## src/rtl/sb_bus_arbiter_if.sv

```systemverilog
// Bundles the requester-side and SB_SPI-side signals of sb_bus_arbiter.
// master: the arbiter itself; slave: the requesters plus the SB_SPI hard IP.
interface sb_bus_arbiter_if #(
    parameter int NREQ = 2
);
    logic [NREQ-1:0]   req_valid;
    logic [NREQ-1:0]   req_rw;
    logic [8*NREQ-1:0] req_adr;
    logic [8*NREQ-1:0] req_wdat;
    logic [NREQ-1:0]   req_done;
    logic [7:0]        rsp_dat;
    logic              rsp_err;
    logic              init_done;
    logic              sbstb;
    logic              sbrw;
    logic [7:0]        sbadr;
    logic [7:0]        sbdati;
    logic [7:0]        sbdato;
    logic              sback;

    modport master (
        input  req_valid, req_rw, req_adr, req_wdat, sbdato, sback,
        output req_done, rsp_dat, rsp_err, init_done, sbstb, sbrw, sbadr, sbdati
    );

    modport slave (
        output req_valid, req_rw, req_adr, req_wdat, sbdato, sback,
        input  req_done, rsp_dat, rsp_err, init_done, sbstb, sbrw, sbadr, sbdati
    );
endinterface

```

## src/rtl/sb_bus_arbiter.sv

```systemverilog
// Round-robin arbiter for the SB_SPI system-bus port; runs the SPI config writes after reset.
// Optional ack timeout enabled by defining SB_ARB_TIMEOUT_EN.
module sb_bus_arbiter #(
    parameter int NREQ           = 2,
    parameter int TIMEOUT_CYCLES = 255
) (
    input logic              clk,
    input logic              rst,
    sb_bus_arbiter_if.master bus
);
    localparam int PW = (NREQ > 1) ? $clog2(NREQ) : 1;

    localparam logic [1:0] ST_INIT      = 2'd0;
    localparam logic [1:0] ST_INIT_WAIT = 2'd1;
    localparam logic [1:0] ST_IDLE      = 2'd2;
    localparam logic [1:0] ST_ACCESS    = 2'd3;

    logic [1:0]      state_q, state_d;
    logic [2:0]      idx_q, idx_d;
    logic [PW-1:0]   ptr_q, ptr_d;
    logic [PW-1:0]   grant_q, grant_d;
    logic            sbstb_q, sbstb_d;
    logic            sbrw_q, sbrw_d;
    logic [7:0]      sbadr_q, sbadr_d;
    logic [7:0]      sbdati_q, sbdati_d;
    logic [7:0]      rsp_dat_q, rsp_dat_d;
    logic [NREQ-1:0] req_done_q, req_done_d;
    logic            rsp_err_q, rsp_err_d;
    logic            init_done_q, init_done_d;

    logic [7:0]      init_adr, init_dat;
    logic            pick_found;
    logic [PW-1:0]   pick, cand, grant_next;
    logic            sel_rw;
    logic [7:0]      sel_adr, sel_wdat;
    logic            timeout;

    always_comb begin
        init_adr = 8'h08;
        init_dat = 8'h00;
        case (idx_q)
            3'd0:    begin init_adr = 8'h08; init_dat = 8'h00; end
            3'd1:    begin init_adr = 8'h09; init_dat = 8'h80; end
            3'd2:    begin init_adr = 8'h0A; init_dat = 8'h01; end
            3'd3:    begin init_adr = 8'h0B; init_dat = 8'h00; end
            default: begin init_adr = 8'h0F; init_dat = 8'h00; end
        endcase
    end

    // Scan downward from the farthest candidate so the closest valid index at/after ptr wins.
    always_comb begin
        pick_found = 1'b0;
        pick       = ptr_q;
        cand       = '0;
        for (int k = NREQ - 1; k >= 0; k--) begin
            cand = PW'((int'(ptr_q) + k) % NREQ);
            if (bus.req_valid[cand]) begin
                pick_found = 1'b1;
                pick       = cand;
            end
        end
    end

    always_comb begin
        sel_rw   = 1'b0;
        sel_adr  = 8'h00;
        sel_wdat = 8'h00;
        for (int i = 0; i < NREQ; i++) begin
            if (PW'(i) == pick) begin
                sel_rw   = bus.req_rw[i];
                sel_adr  = bus.req_adr[8*i +: 8];
                sel_wdat = bus.req_wdat[8*i +: 8];
            end
        end
    end

    assign grant_next = (grant_q == PW'(NREQ - 1)) ? '0 : grant_q + 1'b1;

`ifdef SB_ARB_TIMEOUT_EN
    localparam int CW = $clog2(TIMEOUT_CYCLES + 1);

    logic [CW-1:0] cnt_q, cnt_d;

    // Held at zero outside the wait states, so every new strobe starts a fresh count.
    always_comb begin
        cnt_d = cnt_q;
        if (state_q == ST_INIT || state_q == ST_IDLE) begin
            cnt_d = '0;
        end else if (cnt_q != CW'(TIMEOUT_CYCLES)) begin
            cnt_d = cnt_q + 1'b1;
        end
    end

    always_ff @(posedge clk) begin
        if (rst) begin
            cnt_q <= '0;
        end else begin
            cnt_q <= cnt_d;
        end
    end

    assign timeout = (cnt_q == CW'(TIMEOUT_CYCLES - 1));
`else
    logic unused_timeout_cycles;

    assign unused_timeout_cycles = ^TIMEOUT_CYCLES;
    assign timeout               = 1'b0;
`endif

    always_comb begin
        state_d     = state_q;
        idx_d       = idx_q;
        ptr_d       = ptr_q;
        grant_d     = grant_q;
        sbstb_d     = sbstb_q;
        sbrw_d      = sbrw_q;
        sbadr_d     = sbadr_q;
        sbdati_d    = sbdati_q;
        rsp_dat_d   = rsp_dat_q;
        rsp_err_d   = 1'b0;
        req_done_d  = '0;
        init_done_d = init_done_q;
        case (state_q)
            ST_INIT: begin
                sbstb_d  = 1'b1;
                sbrw_d   = 1'b1;
                sbadr_d  = init_adr;
                sbdati_d = init_dat;
                state_d  = ST_INIT_WAIT;
            end
            ST_INIT_WAIT: begin
                if (bus.sback || timeout) begin
                    sbstb_d = 1'b0;
                    idx_d   = idx_q + 3'd1;
                    if (idx_q == 3'd4) begin
                        init_done_d = 1'b1;
                        state_d     = ST_IDLE;
                    end else begin
                        state_d = ST_INIT;
                    end
                end
            end
            ST_IDLE: begin
                if (pick_found) begin
                    sbstb_d  = 1'b1;
                    sbrw_d   = sel_rw;
                    sbadr_d  = sel_adr;
                    sbdati_d = sel_wdat;
                    grant_d  = pick;
                    state_d  = ST_ACCESS;
                end
            end
            default: begin
                if (bus.sback || timeout) begin
                    sbstb_d             = 1'b0;
                    req_done_d[grant_q] = 1'b1;
                    if (bus.sback) begin
                        rsp_dat_d = bus.sbdato;
                    end else begin
                        rsp_err_d = 1'b1;
                    end
                    ptr_d   = grant_next;
                    state_d = ST_IDLE;
                end
            end
        endcase
    end

    always_ff @(posedge clk) begin
        if (rst) begin
            state_q     <= ST_INIT;
            idx_q       <= 3'd0;
            ptr_q       <= '0;
            grant_q     <= '0;
            sbstb_q     <= 1'b0;
            sbrw_q      <= 1'b0;
            sbadr_q     <= 8'h00;
            sbdati_q    <= 8'h00;
            rsp_dat_q   <= 8'h00;
            rsp_err_q   <= 1'b0;
            req_done_q  <= '0;
            init_done_q <= 1'b0;
        end else begin
            state_q     <= state_d;
            idx_q       <= idx_d;
            ptr_q       <= ptr_d;
            grant_q     <= grant_d;
            sbstb_q     <= sbstb_d;
            sbrw_q      <= sbrw_d;
            sbadr_q     <= sbadr_d;
            sbdati_q    <= sbdati_d;
            rsp_dat_q   <= rsp_dat_d;
            rsp_err_q   <= rsp_err_d;
            req_done_q  <= req_done_d;
            init_done_q <= init_done_d;
        end
    end

    assign bus.sbstb     = sbstb_q;
    assign bus.sbrw      = sbrw_q;
    assign bus.sbadr     = sbadr_q;
    assign bus.sbdati    = sbdati_q;
    assign bus.rsp_dat   = rsp_dat_q;
    assign bus.rsp_err   = rsp_err_q;
    assign bus.req_done  = req_done_q;
    assign bus.init_done = init_done_q;
endmodule
```

## src/flat_wrapper.sv

```systemverilog
// flat-port wrapper written by rule: the top's interface ports become plain ports
module sb_bus_arbiter_flat 
#(
    parameter int NREQ           = 2,
    parameter int TIMEOUT_CYCLES = 255
)
  (clk, rst, bus_req_valid, bus_req_rw, bus_req_adr, bus_req_wdat, bus_sbdato, bus_sback, bus_req_done, bus_rsp_dat, bus_rsp_err, bus_init_done, bus_sbstb, bus_sbrw, bus_sbadr, bus_sbdati);
  sb_bus_arbiter_if #(.NREQ(NREQ)) bus_i ();
  input logic clk;
  input logic rst;
  input wire logic [$bits(bus_i.req_valid)-1:0] bus_req_valid;
  input wire logic [$bits(bus_i.req_rw)-1:0] bus_req_rw;
  input wire logic [$bits(bus_i.req_adr)-1:0] bus_req_adr;
  input wire logic [$bits(bus_i.req_wdat)-1:0] bus_req_wdat;
  input wire logic [$bits(bus_i.sbdato)-1:0] bus_sbdato;
  input wire logic [$bits(bus_i.sback)-1:0] bus_sback;
  output wire logic [$bits(bus_i.req_done)-1:0] bus_req_done;
  output wire logic [$bits(bus_i.rsp_dat)-1:0] bus_rsp_dat;
  output wire logic [$bits(bus_i.rsp_err)-1:0] bus_rsp_err;
  output wire logic [$bits(bus_i.init_done)-1:0] bus_init_done;
  output wire logic [$bits(bus_i.sbstb)-1:0] bus_sbstb;
  output wire logic [$bits(bus_i.sbrw)-1:0] bus_sbrw;
  output wire logic [$bits(bus_i.sbadr)-1:0] bus_sbadr;
  output wire logic [$bits(bus_i.sbdati)-1:0] bus_sbdati;
  assign bus_i.req_valid = bus_req_valid;
  assign bus_i.req_rw = bus_req_rw;
  assign bus_i.req_adr = bus_req_adr;
  assign bus_i.req_wdat = bus_req_wdat;
  assign bus_i.sbdato = bus_sbdato;
  assign bus_i.sback = bus_sback;
  assign bus_req_done = bus_i.req_done;
  assign bus_rsp_dat = bus_i.rsp_dat;
  assign bus_rsp_err = bus_i.rsp_err;
  assign bus_init_done = bus_i.init_done;
  assign bus_sbstb = bus_i.sbstb;
  assign bus_sbrw = bus_i.sbrw;
  assign bus_sbadr = bus_i.sbadr;
  assign bus_sbdati = bus_i.sbdati;
  sb_bus_arbiter #(.NREQ(NREQ), .TIMEOUT_CYCLES(TIMEOUT_CYCLES)) u_core (.clk(clk), .rst(rst), .bus(bus_i));
endmodule
```

## config.mk

```make
export PLATFORM = sky130hd
export DESIGN_NAME = sb_bus_arbiter_flat
export DESIGN_NICKNAME = d
export VERILOG_FILES = /design/src/rtl/sb_bus_arbiter_if.sv /design/src/rtl/sb_bus_arbiter.sv /design/src/flat_wrapper.sv
export SDC_FILE = /design/constraint.sdc
export NUM_CORES = 1
export LEC_CHECK = 0
export ABC_AREA = 1
export CAP_MARGIN = 15
export CORE_ASPECT_RATIO = 1.4
export CORE_MARGIN = 5
export CORE_UTILIZATION = 45
export CTS_CLUSTER_DIAMETER = 50
export DETAILED_ROUTE_END_ITERATION = 10
export PLACE_DENSITY = 0.86
export SLEW_MARGIN = 20
export SYNTH_ARGS = -nofsm -noshare
export SYNTH_HDL_FRONTEND = slang
export SYNTH_SLANG_ARGS = --single-unit
export TNS_END_PERCENT = 100
```

## constraint.sdc

```tcl
create_clock -name clk -period 3.4 [get_ports clk]
set_clock_uncertainty 0.05 [all_clocks]
set_input_delay 0.68 -clock clk [delete_from_list [all_inputs] [get_ports clk]]
set_output_delay 0.68 -clock clk [all_outputs]
set_load 0.02 [all_outputs]
```

==> Word level (Yosys, flattened, before mapping) <==
Cells that the tools add are included.
{ "totals": {"register_bits": 36, "in_bits": 47, "wordCells": 72} }
{ "classes": {"n_addsub": 3, "order_cmp": 4, "n_eq_ne": 8, "mux": 30, "bitwise_logic": 2, "reduce_logical": 14} }
{ "ops": {"columns": ["cell", "count"], "rows": [
  ["8-bit one-hot mux with 2 select lines", 3],
  ["8-bit two-way mux", 4],
  ["1-bit two-way mux", 14],
  ["3-bit one-hot mux with 4 select lines", 1],
  ["2-bit AND reduction", 5],
  ["2-bit two-way mux", 4],
  ["3-bit by 2-bit equality test with 1-bit output, second input constant", 2],
  ["1-bit by 2-bit < comparator with 1-bit output, second input constant", 3],
  ["2-bit one-hot mux with 3 select lines", 1],
  ["3-bit AND reduction", 2],
  ["5-bit OR reduction", 1],
  ["1-bit one-hot mux with 2 select lines", 2],
  ["3-bit by 1-bit adder with 3-bit output, second input constant", 1],
  ["3-bit by 1-bit equality test with 1-bit output, second input constant", 1],
  ["3-bit equality test, second input constant", 1],
  ["3-bit logical NOT", 1],
  ["3-bit nonzero test", 1],
  ["3-bit OR reduction", 1],
  ["1-bit adder, second input constant", 2],
  ["2-bit by 1-bit equality test with 1-bit output, second input constant", 1],
  ["2-bit equality test, second input constant", 1],
  ["2-bit logical NOT", 1],
  ["2-bit by 1-bit != test with 1-bit output, second input constant", 1],
  ["2-bit != test, second input constant", 1],
  ["5 further kinds", 6]
]} }

==> Longest topological paths before layout <==
{ "depth": {"ltp_word": 8, "depth_mapped": 9, "depth_no_buf": 9} }

==> Least setup slack after synthesis <==
No wires, ideal clock.
{ "synth_timing": {"kind": "in2reg", "from": "input bus_req_valid[1]", "to": "register u_core.sbadr_q[3] (netlist: u_core.bus.sbadr[3])", "setup_time_ps": 117, "arrival_ps": 1427, "required_time_ps": 3233, "slack_ps": 1806, "path_stages": 9, "n_path_buf": 1, "cell_sequence": "inv_1 > nand2_2 > nand2_2 > inv_2 > buf_4 > nand2_1 > nand2_1 > a21oi_1 > nor2_1"} }
{ "synth_via": {"elab_chain_cells": 7, "elab_cells_between_ends": 13} }
{ "synth_rtl": {"columns": ["element", "line_no", "source"], "rows": [
  ["start, declared", "flat_wrapper.sv:11", "input wire logic [$bits(bus_i.req_valid)-1:0] bus_req_valid;"],
  ["1-bit two-way mux (not written as such) (2 in a row)", "sb_bus_arbiter.sv:57", "if (bus.req_valid[cand]) begin"],
  ["1-bit two-way mux (2 in a row)", "sb_bus_arbiter.sv:57", null],
  ["8-bit two-way mux", "sb_bus_arbiter.sv:69", "if (PW'(i) == pick) begin"],
  ["8-bit two-way mux", "sb_bus_arbiter.sv:144", "if (pick_found) begin"],
  ["8-bit one-hot mux with 2 select lines", "sb_bus_arbiter.sv:123", "case (state_q)"],
  ["end signal, assigned", "sb_bus_arbiter.sv:190", "sbadr_q <= sbadr_d;"],
  ["end, declared", "sb_bus_arbiter.sv:24", "logic [7:0] sbadr_q, sbadr_d;"]
]} }
Several ways; a longest one is shown, not always the timed one. The select of a mux whose other input is x is not followed.
A chain may end at the register's enable or synchronous reset.

==> results.md <==
- Setup Buffers After CTS: 0
- Max clock buf depth: 2
- # hold bufs at CTS: 0
- Port Buffers: 75
- Synth area leaders: dfxtp_1 (42%), nand2_1 (17%), a21oi_1 (6.1%)
- Synthesized flop and latch total: 36
- Critical path arrival: 2.38 ns
- Chip height: 83.1 um
- Pin count of the biggest net entering global routing: 24
- DR DRC count: 0
- Sequential cell area fraction in the yosys report: 0.420
- DR pass1 iterations: 4
- Post-Syn Nets: 302
- Util after Layout: 0.695
- Die area: 5160 um^2
- Core box area: 3680 um^2
- Post-Route WL: 4.55 mm
- Worst hold slack: 0.401 ns
- HP Class: flip-flop to flip-flop
- Reg clk slew, reported paths: 0.07 ns
- Post-Syn Area per Cell: 6.86 um^2
- GRT overflow: 0
- Clock sinks: 36
- Outcome: finished, final reports clean
- First-pass GRT wire length: 7.65 mm
- Critical-path maximum fanout: 23
- Initial DRC count: 53
- Final Cycle Share: 0.659
- Lkg Pwr: 1.12 nW
- Total GRT Usage: 0.176
- CTS resizes: 0
- Nets: 376
- Max cap viols: 0
- CTS tree: yes
- Initial antenna violation count: 0
- Root buffer cell: clkbuf_8
- Starting Density: 0.467
- # IOs: 77
- Area Overhead vs Synth: 49.0%
- Hold Vio Cnt, Final: 0
- Worst Tran Pin Value: 0.611 ns
- Minimum clock period: 2.24 ns
- Power Dens Cells: 360 nW/um^2
- CP Capture Type: flip-flop
- Worst vdd ir: 349 uV
- Post-synth top area share: 0.420
- DIE WIDTH: 62.2 um
- Max_slew headroom: 0.592
- Final setup margin: 1.16 ns
- RSZ-0062 raised after global routing: no
- Peak Freq: 0.447 GHz
- Synth unique cells: 24
- HPWL after DPL: 3.47 mm
- Final setup fails: 0
- Post-Syn Area: 1720 um^2
- Critical path class: input port to flip-flop
- Post-synth top area cell: dfxtp_1
- Layout cells sized above 1: 0.0677
- Fraction of registers with async set/reset: 0
- Synth Flop Type: dfxtp_1
- Wirelength per Cell: 12.4 um
- H-tree Lvls: 2
- Worst-Skew Late Latency: 0.29 ns
- Antenna-violating nets left: 0
- Via/cell ratio: 4.82
- Syn Inst Count: 250
- Final Wtd Congestion: 0.801
- Total negative setup slack: 0 ns
- EDFF count, synth: 0
- Pre-CTS setup slack: 0.872 ns
- Critical path launch point type: input port
- Antenna cells: 0
- Via Count: 1768
- Number of buffers created by CTS: 5
- Count of standard-cell rows: 26
- Yosys warns: 0
- WP data required: 3.54 ns
- Final Max Tran Viols: 0
- Vias in the first global route: 1653
==> stage by stage <==
step / power (mW) / instances / area, um^2
final: 0.920 / 367 / 2560
after global placement: 0.632 / 359 / 2470
after CTS: 0.928 / 367 / 2560
after detailed placement: 0.635 / 359 / 2470
after floorplan: 0.544 / 250 / 1720
after global routing: 0.968 / 367 / 2560
==> Yosys cell counts (2+ instances only) <==
| master | n |
|---|---|
| nand3_1 | 13 |
| inv_2 | 3 |
| inv_1 | 26 |
| dfxtp_1 | 36 |
| nand2_2 | 4 |
| a31oi_1 | 2 |
| ha_1 | 5 |
| nand2_1 | 78 |
| a21oi_1 | 21 |
| clkbuf_1 | 2 |
| buf_4 | 3 |
| nor2_1 | 24 |
| nor2_4 | 2 |
| o21ai_2 | 2 |
| o21ai_0 | 20 |
==> cells in the final DEF (no fill, tap or decap), drive strengths merged <==
cell	count
inv	29
ha	5
clkinv	4
clkbuf	5
a31oi	2
dfxtp	36
nand4	1
nor2	26
a21oi	21
nand3b	1
a31o	1
nand3	13
o21ai	22
clkdlybuf4s50	75
conb	1
nand2	83
==> kinds of logic (layout without fill, tap and decap cells) <==
| kind of cell | count (synthesis) | after routing | share of synthesized area |
|---|---|---|---|
| and+or+nand+nor | 124 | 124 | 0.303 |
| AOI/OAI and AO/OA | 46 | 46 | 0.142 |
| buffers and inverters | 38 | 113 | 0.0955 |
| DFF | 36 | 36 | 0.420 |
| adders and majority gates | 5 | 5 | 0.0365 |
| other | 1 | 1 | 0.00219 |
==> layout make-up <==
| class | count | area, um^2 |
|---|---|---|
| Fill cell | 324 | 1120 |
| Clock inverter | 3 | 18.8 |
| Clock buffer | 5 | 68.8 |
| Inverter | 30 | 114 |
| Sequential cell | 36 | 721 |
| Tap cell | 42 | 52.6 |
| Multi-Input combinational cell | 176 | 831 |
| Timing Repair Buffer | 75 | 751 |
==> metal layers <==
layer	GRT usage	vias to the layer above	wire length, um
li1	-	930	-
met1	0.215	771	1960
met2	0.292	64	2180
met3	0.0689	3	372
met4	0.0335	0	29
met5	0	-	0
==> worst paths after layout <==
path                            slack (ns)                endpoint  depth (start not counted)           start
worst max-delay path                  1.16            u_core.ptr_q                          5             rst
worst min register to register        0.40  u_core.bus.req_done[1]                          2  u_core.grant_q
worst max register to register        1.83     u_core.bus.sbadr[7]                          8    u_core.ptr_q
worst min-delay path                  0.40  u_core.bus.req_done[1]                          2  u_core.grant_q
==> where the power goes <==
group | internal [mW] | total, mW | switching (mW)
registers | 0.437 | 0.447 | 0.0105
logic | 0.0918 | 0.177 | 0.0856
clock network | 0.143 | 0.295 | 0.153
==> state kept, by name (all words and copies together), names as in the netlist <==
register / flops
u_core.bus.rsp_dat: 8
u_core.bus.sbstb: 1
u_core.idx_q: 3
u_core.bus.sbdati: 8
u_core.state_q: 2
u_core.bus.sbrw: 1
u_core.bus.sbadr: 8
u_core.bus.req_done: 2
u_core.grant_q: 1
u_core.ptr_q: 1
u_core.bus.init_done: 1
==> critical path: stages <==
cell             delay, ns
clkdlybuf4s50_1       0.79
inv_1                 0.44
nand2_1               0.19
nor2_1                0.06
a31o_2                0.20
Note: power is estimated with default switching activity, not from simulation.
